[config.mk]
export PLATFORM = sky130hd
export DESIGN_NAME = ripple_add_seq
export DESIGN_NICKNAME = d
export VERILOG_FILES = /design/src/rtl/ripple_add_seq_pkg.sv /design/src/rtl/ripple_add_slice.sv /design/src/rtl/ripple_add_seq.sv
export SDC_FILE = /design/constraint.sdc
export NUM_CORES = 1
export LEC_CHECK = 0
export BUFFER_PORTS_ARGS = -buffer_cell sky130_fd_sc_hd__buf_2
export CAP_MARGIN = 20
export CORE_UTILIZATION = 45
export CTS_CLUSTER_DIAMETER = 120
export DETAILED_ROUTE_END_ITERATION = 12
export PLACE_DENSITY_LB_ADDON = 0.12
export SETUP_SLACK_MARGIN = 0.15
export SLEW_MARGIN = 15
export SYNTH_ARGS = -nofsm -noshare
export SYNTH_HDL_FRONTEND = slang
export SYNTH_SLANG_ARGS = --single-unit
[constraint.sdc]
create_clock -name clk -period 9.95 [get_ports clk]
set_clock_uncertainty 0.2 [all_clocks]
set_input_delay 1.99 -clock clk [delete_from_list [all_inputs] [get_ports clk]]
set_output_delay 1.99 -clock clk [all_outputs]
set_load 0.005 [all_outputs]
[src/rtl/ripple_add_seq_pkg.sv]
// Shared types and constants for the nibble-serial
// wide adder/subtractor.
package ripple_add_seq_pkg;

    localparam int SLICE_W = 4;

    localparam logic MODE_ADD = 1'b0;
    localparam logic MODE_SUB = 1'b1;

    typedef enum logic [1:0] {
        ST_IDLE = 2'd0,
        ST_RUN  = 2'd1,
        ST_DONE = 2'd2
    } state_t;

    typedef logic [SLICE_W-1:0] nib_t;

endpackage

[src/rtl/ripple_add_slice.sv]
// Combinational 4-bit ripple-carry adder; c3 is the
// carry into the top bit, needed for signed overflow.
module ripple_add_slice
    import ripple_add_seq_pkg::*;
(
    input  logic [SLICE_W-1:0] a,
    input  logic [SLICE_W-1:0] b,
    input  logic               cin,
    output logic [SLICE_W-1:0] sum,
    output logic               cout,
    output logic               c3
);

    logic [SLICE_W:0] c;

    assign c[0] = cin;

    for (genvar i = 0; i < SLICE_W; i++) begin : g_fa
        assign sum[i] = a[i] ^ b[i] ^ c[i];
        assign c[i+1] = (a[i] & b[i])
                      | (c[i] & (a[i] ^ b[i]));
    end

    assign cout = c[SLICE_W];
    assign c3   = c[SLICE_W-1];

endmodule

[src/rtl/ripple_add_seq.sv]
// Nibble-serial add/sub sequencer: one 4-bit slice
// reused LSB-first with the carry held in a register.
module ripple_add_seq
    import ripple_add_seq_pkg::*;
#(
    parameter int WIDTH = 16
) (
    input  logic             clk,
    input  logic             rst,
    input  logic             start,
    input  logic             mode,
    input  logic [WIDTH-1:0] a,
    input  logic [WIDTH-1:0] b,
    input  logic             cin,
    output logic             busy,
    output logic             done,
    output logic [WIDTH-1:0] result,
    output logic             cout,
    output logic             ovf
);

    localparam int NSLICE = WIDTH / SLICE_W;
    localparam int IW = (NSLICE > 1)
                      ? $clog2(NSLICE) : 1;
    localparam logic [IW-1:0] LAST = IW'(NSLICE - 1);

    state_t          state;
    logic [IW-1:0]   idx;
    logic [WIDTH-1:0] opa;
    logic [WIDTH-1:0] opb;
    logic            carry;

    logic [WIDTH-1:0] b_eff;
    logic             c_eff;

    nib_t             s_a;
    nib_t             s_b;
    nib_t             s_sum;
    logic             s_cout;
    logic             s_c3;
    logic [WIDTH-1:0] res_nxt;

    // Subtract is a + ~b + ~cin through the same adder.
    always_comb begin
        b_eff = b;
        c_eff = cin;
        unique case (1'b1)
            (mode == MODE_SUB): begin
                b_eff = ~b;
                c_eff = ~cin;
            end
            default: ;
        endcase
    end

    always_comb begin
        s_a = '0;
        s_b = '0;
        for (int i = 0; i < NSLICE; i++) begin
            if (idx == IW'(i)) begin
                s_a = opa[i*SLICE_W +: SLICE_W];
                s_b = opb[i*SLICE_W +: SLICE_W];
            end
        end
    end

    ripple_add_slice u_slice (
        .a    (s_a),
        .b    (s_b),
        .cin  (carry),
        .sum  (s_sum),
        .cout (s_cout),
        .c3   (s_c3)
    );

    always_comb begin
        res_nxt = result;
        for (int i = 0; i < NSLICE; i++) begin
            if (idx == IW'(i)) begin
                res_nxt[i*SLICE_W +: SLICE_W] = s_sum;
            end
        end
    end

    always_ff @(posedge clk) begin
        if (rst) begin
            state  <= ST_IDLE;
            idx    <= '0;
            carry  <= 1'b0;
            opa    <= '0;
            opb    <= '0;
            busy   <= 1'b0;
            done   <= 1'b0;
            result <= '0;
            cout   <= 1'b0;
            ovf    <= 1'b0;
        end else begin
            unique case (state)
                ST_IDLE: begin
                    done <= 1'b0;
                    if (start) begin
                        opa   <= a;
                        opb   <= b_eff;
                        carry <= c_eff;
                        idx   <= '0;
                        busy  <= 1'b1;
                        state <= ST_RUN;
                    end
                end
                ST_RUN: begin
                    result <= res_nxt;
                    carry  <= s_cout;
                    idx    <= idx + 1'b1;
                    if (idx == LAST) begin
                        cout  <= s_cout;
                        ovf   <= s_cout ^ s_c3;
                        busy  <= 1'b0;
                        done  <= 1'b1;
                        state <= ST_DONE;
                    end
                end
                ST_DONE: begin
                    done  <= 1'b0;
                    state <= ST_IDLE;
                end
                default: begin
                    busy  <= 1'b0;
                    done  <= 1'b0;
                    state <= ST_IDLE;
                end
            endcase
        end
    end

endmodule

==> results.py, run 1 <==
metrics = {
    "run_status": {
        "status": "complete, no violations",
    },
    "sta": {
        "relSlewSlack_pct": 27.53,
        "timing.hold.ws_ps": 254.9,
        "hold_viol": 0,
        "worst_pin_slew_ps": 1087,
        "fin_tns_setup_ps": 0,
        "fmax_mhz": 265.2,
        "setup_viol": 0,
        "setup_slack_ps": 6180,
        "rsz0062_at_grt": "no",
        "slew_violations": 0,
        "min_period_ps": 3770,
        "fin_crit_sh_pct": 37.89,
    },
    "synth": {
        "synth_nets": 365,
        "synth_edf_count": 0,
        "synth_flop_cell": "dfxtp_1",
        "synth.area.top_cells": "dfxtp_1, a21oi_1, nand2_1, xnor2_1, a211oi_1",
        "synthMostInstantiatedCell": "dfxtp_1",
        "synth_cells": 320,
        "yosysSeqAreaShare_pct": 42.92,
        "synth_area_per_cell_um2": 8.309,
        "synth_cell_types": 31,
        "async_flop_share_pct": 0,
        "syn_area_um2": 2659,
        "synth_top_area_share_pct": 42.92,
        "yosysWarningCount": 0,
        "ys_seq_elements": 57,
        "synth_commonest_cells": "dfxtp_1, nand2_1, a21oi_1",
        "synth_top_area_cell": "dfxtp_1",
    },
    "die": {
        "start_util_pct": 47.41,
        "pin_count": 57,
        "die_x_um": 78.87,
        "num_rows": 27,
        "dieHeight_um": 78.87,
        "die-area_um2": 6220,
        "core-area_um2": 5608,
    },
    "worst_setup_path": {
        "setup.worst_path.class": "flop to flop",
        "end_kind": "flop",
        "crit_path_max_fanout": 22,
        "arrival_ps": 3750,
        "crit_required_ps": 9930,
        "critPathMaxStageDelay_ps": 630,
        "start_kind": "flop",
        "crit_buf_inv": 2,
        "cp_cell_sequence": "inv_1 -> ha_1 -> o21ai_0 -> a22oi_1 -> fa_1 -> inv_1 -> fa_1 -> fa_1 -> fa_1 -> a222oi_1 -> nor2_1",
        "cp_top_family": "adder cells",
        "cpMostUsedCell": "fa_1",
        "slowest_stage": "ha_1",
    },
    "global_route": {
        "grt.busiest_layer": "met2",
        "grt_overflow": 0,
        "use_met2_pct": 29.83,
        "global_route.usage.met1_pct": 28.14,
        "grt_first_pass_wirelength_um": 9646,
        "grt_max_degree": 58,
        "grt_pass1_vias": 1996,
        "met3_usage_pct": 3.908,
        "antenna_found_initial": 0,
        "grt.total_usage_pct": 20.40,
    },
    "clock_network": {
        "holdBufCountCts": 0,
        "cts_setup_buffers": 0,
        "cts.sinks": 57,
        "cts_tree": "done",
        "cts_root_buf": "clkbuf_8",
        "htree_levels": 3,
        "clockBufferDepth": 2,
        "clock_latency_ps": 330,
        "post_cts_resized": 0,
        "path_clk_slew_ps": 60,
        "cts_buffers": 9,
    },
    "layout": {
        "layout-drive-gt1-share_pct": 21.31,
        "fill_cells": 573,
        "nets": 407,
        "syn_to_final_growth_pct": 16.75,
        "n_antenna_cell": 0,
    },
    "place": {
        "routabilityCongestion": 0.7281,
        "dpl.hpwl_um": 3921,
        "post-place-ws_ps": 6208,
        "port_buffers": 56,
    },
    "detailed_routing": {
        "vias": 2205,
        "drc_errors": 0,
        "dr.pass1.iters": 4,
        "ant_nets": 0,
        "via_per_inst": 5.034,
        "routed_wl_um": 5881,
        "wire_per_inst_um": 13.43,
        "drtIter0Drc": 123,
    },
    "power": {
        "power.leakage_uw": 0.001252,
        "vdd_drop_max_uv": 80.50,
        "powerDensity_nw_per_um2": 175.7,
    },
    "job": {
        "drv_cap": 0,
    },
    "worst_hold_path": {
        "hp-class": "flop to flop",
    },
}
## worst paths after layout
path,from,cells after the start,to,slack [ps]
setup / recovery,idx[1]$_SDFFE_PP0P_,11,carry$_SDFFE_PP0P_,6180
hold / removal,result[5]$_SDFFE_PP0P_,2,result[5]$_SDFFE_PP0P_,250
setup reg to reg,idx[1]$_SDFFE_PP0P_,11,carry$_SDFFE_PP0P_,6180
hold reg to reg,result[5]$_SDFFE_PP0P_,2,result[5]$_SDFFE_PP0P_,250
## worst reg2reg max path, delay by kind of cell, from the launching register on
family                     cells  cell delay, ps
AOI/OAI and AO/OA              3             780
adders and majority gates      5            2100
and+or+nand+nor                1              60
DFF                            1             340
buffers and inverters          2             140
## final cells by class
| type | instances | area, um2 | share of cell area [%] |
|---|---|---|---|
| Sequential cell | 57 | 1141 | 36.76 |
| Timing Repair Buffer | 59 | 302.8 | 9.754 |
| Clock inverter | 3 | 40.04 | 1.290 |
| Multi-Input combinational cell | 223 | 1330 | 42.85 |
| Inverter | 12 | 45.04 | 1.451 |
| Tap cell | 72 | 90.09 | 2.902 |
| Clock buffer | 12 | 155.1 | 4.998 |
## routing by layer
metal	wire (um)	vias to the layer above
met1	3022	977
li1	-	1169
met4	127	0
met3	182	12
met2	2548	47
met5	0	-
## cell families after synthesis
family	share of synthesized area, %
and+or+nand+nor	17.22
AOI/OAI and AO/OA	21.74
DFF	42.92
adders and majority gates	4.894
xor gates and xnor gates	5.929
buffers and inverters	7.294
## sequential cells by signal, indices dropped and copies added (netlist names), 2 cells and up
signal,count
result,16
idx,2
opa,16
opb,16
state,2
## cells in the final DEF, fill, tap and decap left out, drive strengths merged
cell,synthesis,final
a211oi,16,16
a21o,1,1
a21oi,53,53
a222oi,1,1
a22o,6,6
a22oi,2,2
a311oi,4,4
buf,18,59
bufinv,0,1
clkbuf,10,12
clkinv,0,2
dfxtp,57,57
fa,4,4
ha,4,4
inv,12,12
nand2,56,56
nand2b,4,4
nand3,14,14
nand3b,4,4
nor2,19,19
nor2b,2,2
nor3,2,2
nor3b,2,2
o21ai,9,9
o21bai,1,1
or3b,1,1
xnor2,12,12
xor2,6,6
## report_power, final
group          internal, uW  switching (uW)  leakage (uW)  total [uW]
clock network           127            86.2      0.000102         213
logic                  33.7            48.1      0.000683        81.8
registers               242            8.16      0.000467         250
total                   403             142       0.00125         545
## metrics by stage
step | instances | total power (uW) | util [%] | area, um2
after floorplan | 320 | 313.8 | - | 2659
after global placement | 423 | 335.2 | 51.87 | 2909
after detailed placement | 423 | 336.9 | 51.87 | 2909
after CTS | 438 | 549.3 | 55.35 | 3104
after global routing | 438 | 572.7 | 55.35 | 3104
final | 438 | 545.3 | 55.35 | 3104
Power figures use the tool's default switching activity.
==> run 2: changes to the inputs <==
==> constraint.sdc (replaced) <==
create_clock -name clk -period 3.5 [get_ports clk]
set_clock_uncertainty 0.2 [all_clocks]
set_input_delay 0.7 -clock clk [delete_from_list [all_inputs] [get_ports clk]]
set_output_delay 0.7 -clock clk [all_outputs]
set_load 0.005 [all_outputs]
==> results.py, run 2 (synthesis results as in run 1) <==
metrics = {
    "place": {
        "post-place-ws_ps": 65.85,
        "dpl.hpwl_um": 4138,
        "port_buffers": 56,
        "routabilityCongestion": 0.8170,
    },
    "power": {
        "power.leakage_uw": 0.001286,
        "vdd_drop_max_uv": 271.9,
        "powerDensity_nw_per_um2": 458.2,
        "power_frac_comb_pct": 17.4,
        "switching_share_pct": 26.87,
        "p_sw_uw": 401.0,
        "pwr-share-clk_pct": 34.9,
        "seqPwrFrac_pct": 47.7,
        "p_int_uw": 1091,
    },
    "clock_network": {
        "cts_tree": "done",
        "htree_levels": 3,
        "clock_latency_ps": 330,
        "path_clk_slew_ps": 60,
        "clockBufferDepth": 2,
        "cts_root_buf": "clkbuf_8",
        "holdBufCountCts": 0,
        "cts.sinks": 57,
        "cts_buffers": 9,
    },
    "job": {
        "drv_cap": 0,
    },
    "sta": {
        "worst_pin_slew_ps": 1080,
        "setup_viol": 0,
        "fin_crit_sh_pct": 97.38,
        "rsz0062_at_grt": "yes",
        "hold_viol": 0,
        "min_period_ps": 3408,
        "setup_slack_ps": 91.73,
        "slew_violations": 0,
        "relSlewSlack_pct": 28.01,
        "fmax_mhz": 293.4,
    },
    "die": {
        "num_rows": 27,
        "die-area_um2": 6220,
        "pin_count": 57,
        "core-area_um2": 5608,
        "die_x_um": 78.87,
        "dieHeight_um": 78.87,
        "start_util_pct": 47.41,
    },
    "global_route": {
        "grt_pass1_vias": 2093,
        "grt_first_pass_wirelength_um": 9991,
        "antenna_found_initial": 0,
        "grt_max_degree": 58,
        "grt_overflow": 0,
        "grt.total_usage_pct": 20.92,
    },
    "layout": {
        "final_cell_mix": "nand2_1, buf_2, dfxtp_1",
        "layout-drive-gt1-share_pct": 28.00,
        "top_regs": "opa (16), opb (16), result (16)",
        "fill_cells": 548,
        "nets": 417,
        "post-route-util_pct": 58.08,
        "n_antenna_cell": 0,
        "syn_to_final_growth_pct": 22.49,
    },
    "worst_setup_path": {
        "crit_start": "idx[0]$_SDFFE_PP0P_",
        "slowest_stage": "fa_2",
        "arrival_ps": 3390,
        "rr_startpoint": "idx[0]$_SDFFE_PP0P_",
        "start_kind": "flop",
        "crit_path_max_fanout": 6,
        "path_depth": 12,
        "r2r_cells": 12,
        "crit_buf_inv": 2,
        "end_kind": "flop",
        "critPathMaxStageDelay_ps": 430,
        "cp_top_family": "adder cells",
        "setup.worst_path.class": "flop to flop",
        "cp_cell_sequence": "clkinvlp_4 -> ha_4 -> a21oi_2 -> o21ai_2 -> a22oi_2 -> fa_2 -> inv_2 -> fa_2 -> fa_2 -> fa_2 -> a222oi_1 -> nor2_1",
        "cpMostUsedCell": "fa_2",
        "crit_required_ps": 3480,
    },
    "detailed_routing": {
        "ant_nets": 0,
        "routed_wl_um": 6006,
        "dr.pass1.iters": 4,
        "vias": 2279,
        "drtIter0Drc": 112,
        "wire_per_inst_um": 13.44,
        "via_per_inst": 5.098,
        "drc_errors": 0,
    },
    "run_status": {
        "status": "complete, no violations",
    },
    "worst_hold_path": {
        "holdCritStartpoint": "result[14]$_SDFFE_PP0P_",
        "holdPathStages": 2,
        "hp-class": "flop to flop",
    },
}
==> run 2: changes by cell type in the layout (fill, tap and decap cells not counted), moves of 3 or more <==
cell	delta
buf_4	+9
fa_2	+4
ha_1	-4
fa_1	-4
ha_4	+3
==> run 2: worst paths after layout <==
path,slack (ps),to
worst min-delay path,250,result[14]$_SDFFE_PP0P_
worst max register to register,90,carry$_SDFFE_PP0P_
worst min register to register,250,result[14]$_SDFFE_PP0P_
worst max-delay path,90,carry$_SDFFE_PP0P_
==> run 2: worst min-delay path, stage by stage (launching register included) <==
cell	delay, ps
dfxtp_1	300
nand2_1	50
a21oi_1	50
==> run 2: what timing repair did <==
item	in CTS	in global routing
pin swaps	0	9
setup buffers	0	3
resized for setup	3	24
gates cloned	0	0
setup endpoints to repair	3	6
==> run 2: layer usage <==
layer	global-route usage (%)	part of all wire [%]	vias to the layer above	wire [um]
met5	0	0	-	0
met2	33.57	47	50	2837
met4	5.455	0.88	0	53
met3	7.126	4.4	6	264
li1	-	-	1185	-
met1	26.85	47	1038	2851
==> run 2: metrics by stage <==
stage | total power, uW | TNS [ps] | instances | hold WS (ps) | area (um2)
3_3_place_gp | 964.5 | 0 | 430 | 241.5 | 2974
4_1_cts | 1489 | 0 | 444 | 252.8 | 3144
6_report | 1492 | 0 | 447 | 249.5 | 3257
5_1_grt | 1569 | -5.603 | 447 | 266.8 | 3257
3_5_place_dp | 966.8 | 0 | 430 | 244.8 | 2974
2_1_floorplan | 892.3 | 0 | 320 | 236.3 | 2661
==> run 2: cell type report <==
cell class / instances / area [um2] / area share, %
clock buffer: 14 / 162.7 / 4.994
inverter: 12 / 48.80 / 1.498
multi-input combinational: 223 / 1416 / 43.49
sequential: 57 / 1149 / 35.27
tap: 72 / 90.09 / 2.766
timing repair buffer: 69 / 390.4 / 11.99
==> run 2: power by group through the flow <==
stage / clock (uW) / sequential, uW / combinational [uW]
after floorplan: 0 / 718 / 175
after global placement: 0 / 725 / 240
after detailed placement: 0 / 725 / 241
after CTS: 532 / 711 / 245
after global routing: 561 / 717 / 290
final: 520 / 712 / 260
==> run 3: changes to the inputs <==
--- a/config.mk
+++ b/config.mk
@@ -15,4 +15,5 @@
 export SLEW_MARGIN = 15
 export SYNTH_ARGS = -nofsm -noshare
 export SYNTH_HDL_FRONTEND = slang
+export SYNTH_HIERARCHICAL = 1
 export SYNTH_SLANG_ARGS = --single-unit
==> results.py, run 3 <==
metrics = {
    "detailed_routing": {
        "routed_wl_um": 5651,
        "wire_per_inst_um": 12.56,
        "via_per_inst": 4.984,
        "drc_errors": 0,
        "dr.pass1.iters": 4,
        "ant_nets": 0,
        "drtIter0Drc": 82,
        "vias": 2243,
    },
    "sta": {
        "fin_crit_sh_pct": 90.91,
        "rsz0062_at_grt": "no",
        "min_period_ps": 3182,
        "fin_tns_setup_ps": 0,
        "setup_viol": 0,
        "hold_viol": 0,
        "fmax_mhz": 314.3,
        "slew_violations": 0,
        "worst_pin_slew_ps": 1061,
        "relSlewSlack_pct": 29.29,
    },
    "clock_network": {
        "clockBufferDepth": 2,
        "cts_setup_buffers": 0,
        "path_clk_slew_ps": 60,
        "htree_levels": 3,
        "clock_latency_ps": 340,
        "cts.sinks": 57,
        "cts_root_buf": "clkbuf_8",
        "cts_buffers": 9,
        "holdBufCountCts": 0,
        "cts_tree": "done",
    },
    "layout": {
        "nets": 418,
        "fill_cells": 581,
        "top_regs": "opa (16), opb (16), result (16)",
        "layout_commonest_cell": "nand2_1",
        "n_antenna_cell": 0,
        "final_cell_mix": "nand2_1, buf_2, dfxtp_1",
        "post-route-util_pct": 56.43,
        "fin_cells": 450,
        "syn_to_final_growth_pct": 18.96,
        "layout-drive-gt1-share_pct": 23.28,
    },
    "synth": {
        "yosysWarningCount": 6,
        "syn_area_um2": 2660,
        "synth.area.top_cells": "dfxtp_1, a21oi_1, nand2_1, xnor2_1, a211oi_1",
        "synthMostInstantiatedCell": "nand2_1",
        "synth_area_per_cell_um2": 8.135,
        "yosysSeqAreaShare_pct": 42.90,
        "synth_cells": 327,
        "async_flop_share_pct": 0,
        "synth_commonest_cells": "nand2_1, dfxtp_1, a21oi_1",
        "synth_nets": 372,
        "synth_top_area_share_pct": 42.90,
        "ys_seq_elements": 57,
        "synth_top_area_cell": "dfxtp_1",
        "synth_cell_types": 28,
        "synth_edf_count": 0,
        "synth_flop_cell": "dfxtp_1",
    },
    "power": {
        "power.leakage_uw": 0.001275,
        "seqPwrFrac_pct": 47.2,
        "pwr-share-clk_pct": 36.3,
        "p_sw_uw": 423.5,
        "switching_share_pct": 28.07,
        "powerDensity_nw_per_um2": 476.7,
        "vdd_drop_max_uv": 234.9,
        "p_int_uw": 1085,
        "power_frac_comb_pct": 16.5,
    },
    "worst_setup_path": {
        "crit_required_ps": 3480,
        "crit_path_max_fanout": 7,
        "crit_start": "idx[1]$_SDFFE_PP0P_",
        "arrival_ps": 3160,
        "rr_startpoint": "idx[1]$_SDFFE_PP0P_",
        "end_kind": "flop",
        "reg2reg_slack_ps": 320,
        "setup.worst_path.class": "flop to flop",
        "start_kind": "flop",
    },
    "die": {
        "start_util_pct": 47.43,
        "die_x_um": 78.89,
        "die-area_um2": 6223,
        "num_rows": 27,
        "core-area_um2": 5608,
        "pin_count": 57,
        "dieHeight_um": 78.89,
    },
    "place": {
        "place_inst": 434,
        "dpl.hpwl_um": 3898,
        "port_buffers": 56,
        "routabilityCongestion": 0.8042,
    },
    "global_route": {
        "grt_first_pass_wirelength_um": 9080,
        "grt.total_usage_pct": 19.27,
        "grt_pass1_vias": 2007,
        "grt_max_degree": 58,
        "antenna_found_initial": 0,
        "grt_overflow": 0,
    },
    "worst_hold_path": {
        "holdCritStartpoint": "result[10]$_SDFFE_PP0P_",
        "hp-class": "flop to flop",
    },
    "job": {
        "drv_cap": 0,
    },
    "run_status": {
        "status": "complete, no violations",
    },
}
[run 3: layout make-up]
class / count / area, um2 / share of cell area [%]
Multi-Input combinational cell: 225 / 1364 / 43.10
Sequential cell: 57 / 1144 / 36.14
Timing Repair Buffer: 62 / 325.3 / 10.28
Clock buffer: 13 / 158.9 / 5.022
Tap cell: 72 / 90.09 / 2.847
Inverter: 18 / 67.56 / 2.135
Clock inverter: 3 / 15.01 / 0.4745
[run 3: worst max-delay path: stages, from the launching register on]
cell and delay [ps]:
dfxtp_2 340, inv_1 150, ha_4 210, nand2_1 70, o21ai_0 160, a22o_1 180, fa_1 170, inv_1 50
fa_1 390, fa_1 370, inv_1 110, fa_2 480, nand3_1 90, a21oi_1 60
[run 3: cells by family (layout without fill, tap and decap cells)]
group	Yosys count	count (layout)	synth area share, %
XOR/XNOR	18	18	5.927
flip-flops	57	57	42.90
AND/OR/NAND/NOR	110	110	18.02
AO/OA/AOI/OAI	89	89	20.70
adder cells (fa/ha/maj)	8	8	4.892
buffers and inverters	45	96	7.573
[run 3: worst paths after layout]
kind / to / cells after the start
hold reg to reg: result[10]$_SDFFE_PP0P_ / 2
setup / recovery: result[3]$_SDFFE_PP0P_ / 13
hold / removal: result[10]$_SDFFE_PP0P_ / 2
setup reg to reg: result[3]$_SDFFE_PP0P_ / 13
[run 3: power groups by stage]
stage | clock [uW] | combinational, uW | sequential, uW
after CTS | 553 | 245 | 711
final | 547 | 249 | 712
after detailed placement | 0 | 243 | 726
after global routing | 587 | 278 | 716
after global placement | 0 | 240 | 725
after floorplan | 0 | 178 | 717
[run 3: through the flow]
| step | setup WS [ps] | cell area (um2) | hold slack, ps | total power (uW) |
|---|---|---|---|---|
| 3_5_place_dp | 141.2 | 2948 | 246.5 | 969.1 |
| 5_1_grt | 188.4 | 3164 | 278.0 | 1581 |
| 4_1_cts | 215.9 | 3127 | 255.0 | 1509 |
| 2_1_floorplan | 296.5 | 2660 | 236.3 | 895.0 |
| 6_report | 318.1 | 3164 | 252.5 | 1508 |
| 3_3_place_gp | 246.2 | 2948 | 240.8 | 964.3 |
[run 3: per-layer routing]
metal / vias up / track usage, % / wire [um] / part of all wire (%)
li1: 1190 / - / - / -
met4: 0 / 9.818 / 126 / 2.2
met1: 985 / 22.47 / 2652 / 47
met5: - / 0 / 0 / 0
met2: 54 / 32.09 / 2637 / 47
met3: 14 / 5.632 / 236 / 4.2
[run 3: timing repair]
action / in CTS / in global routing
resized for setup: 2 / 8
endpoints found under the hold margin: 0 / 0
cloned: 0 / 0
setup endpoints to repair: 1 / 6
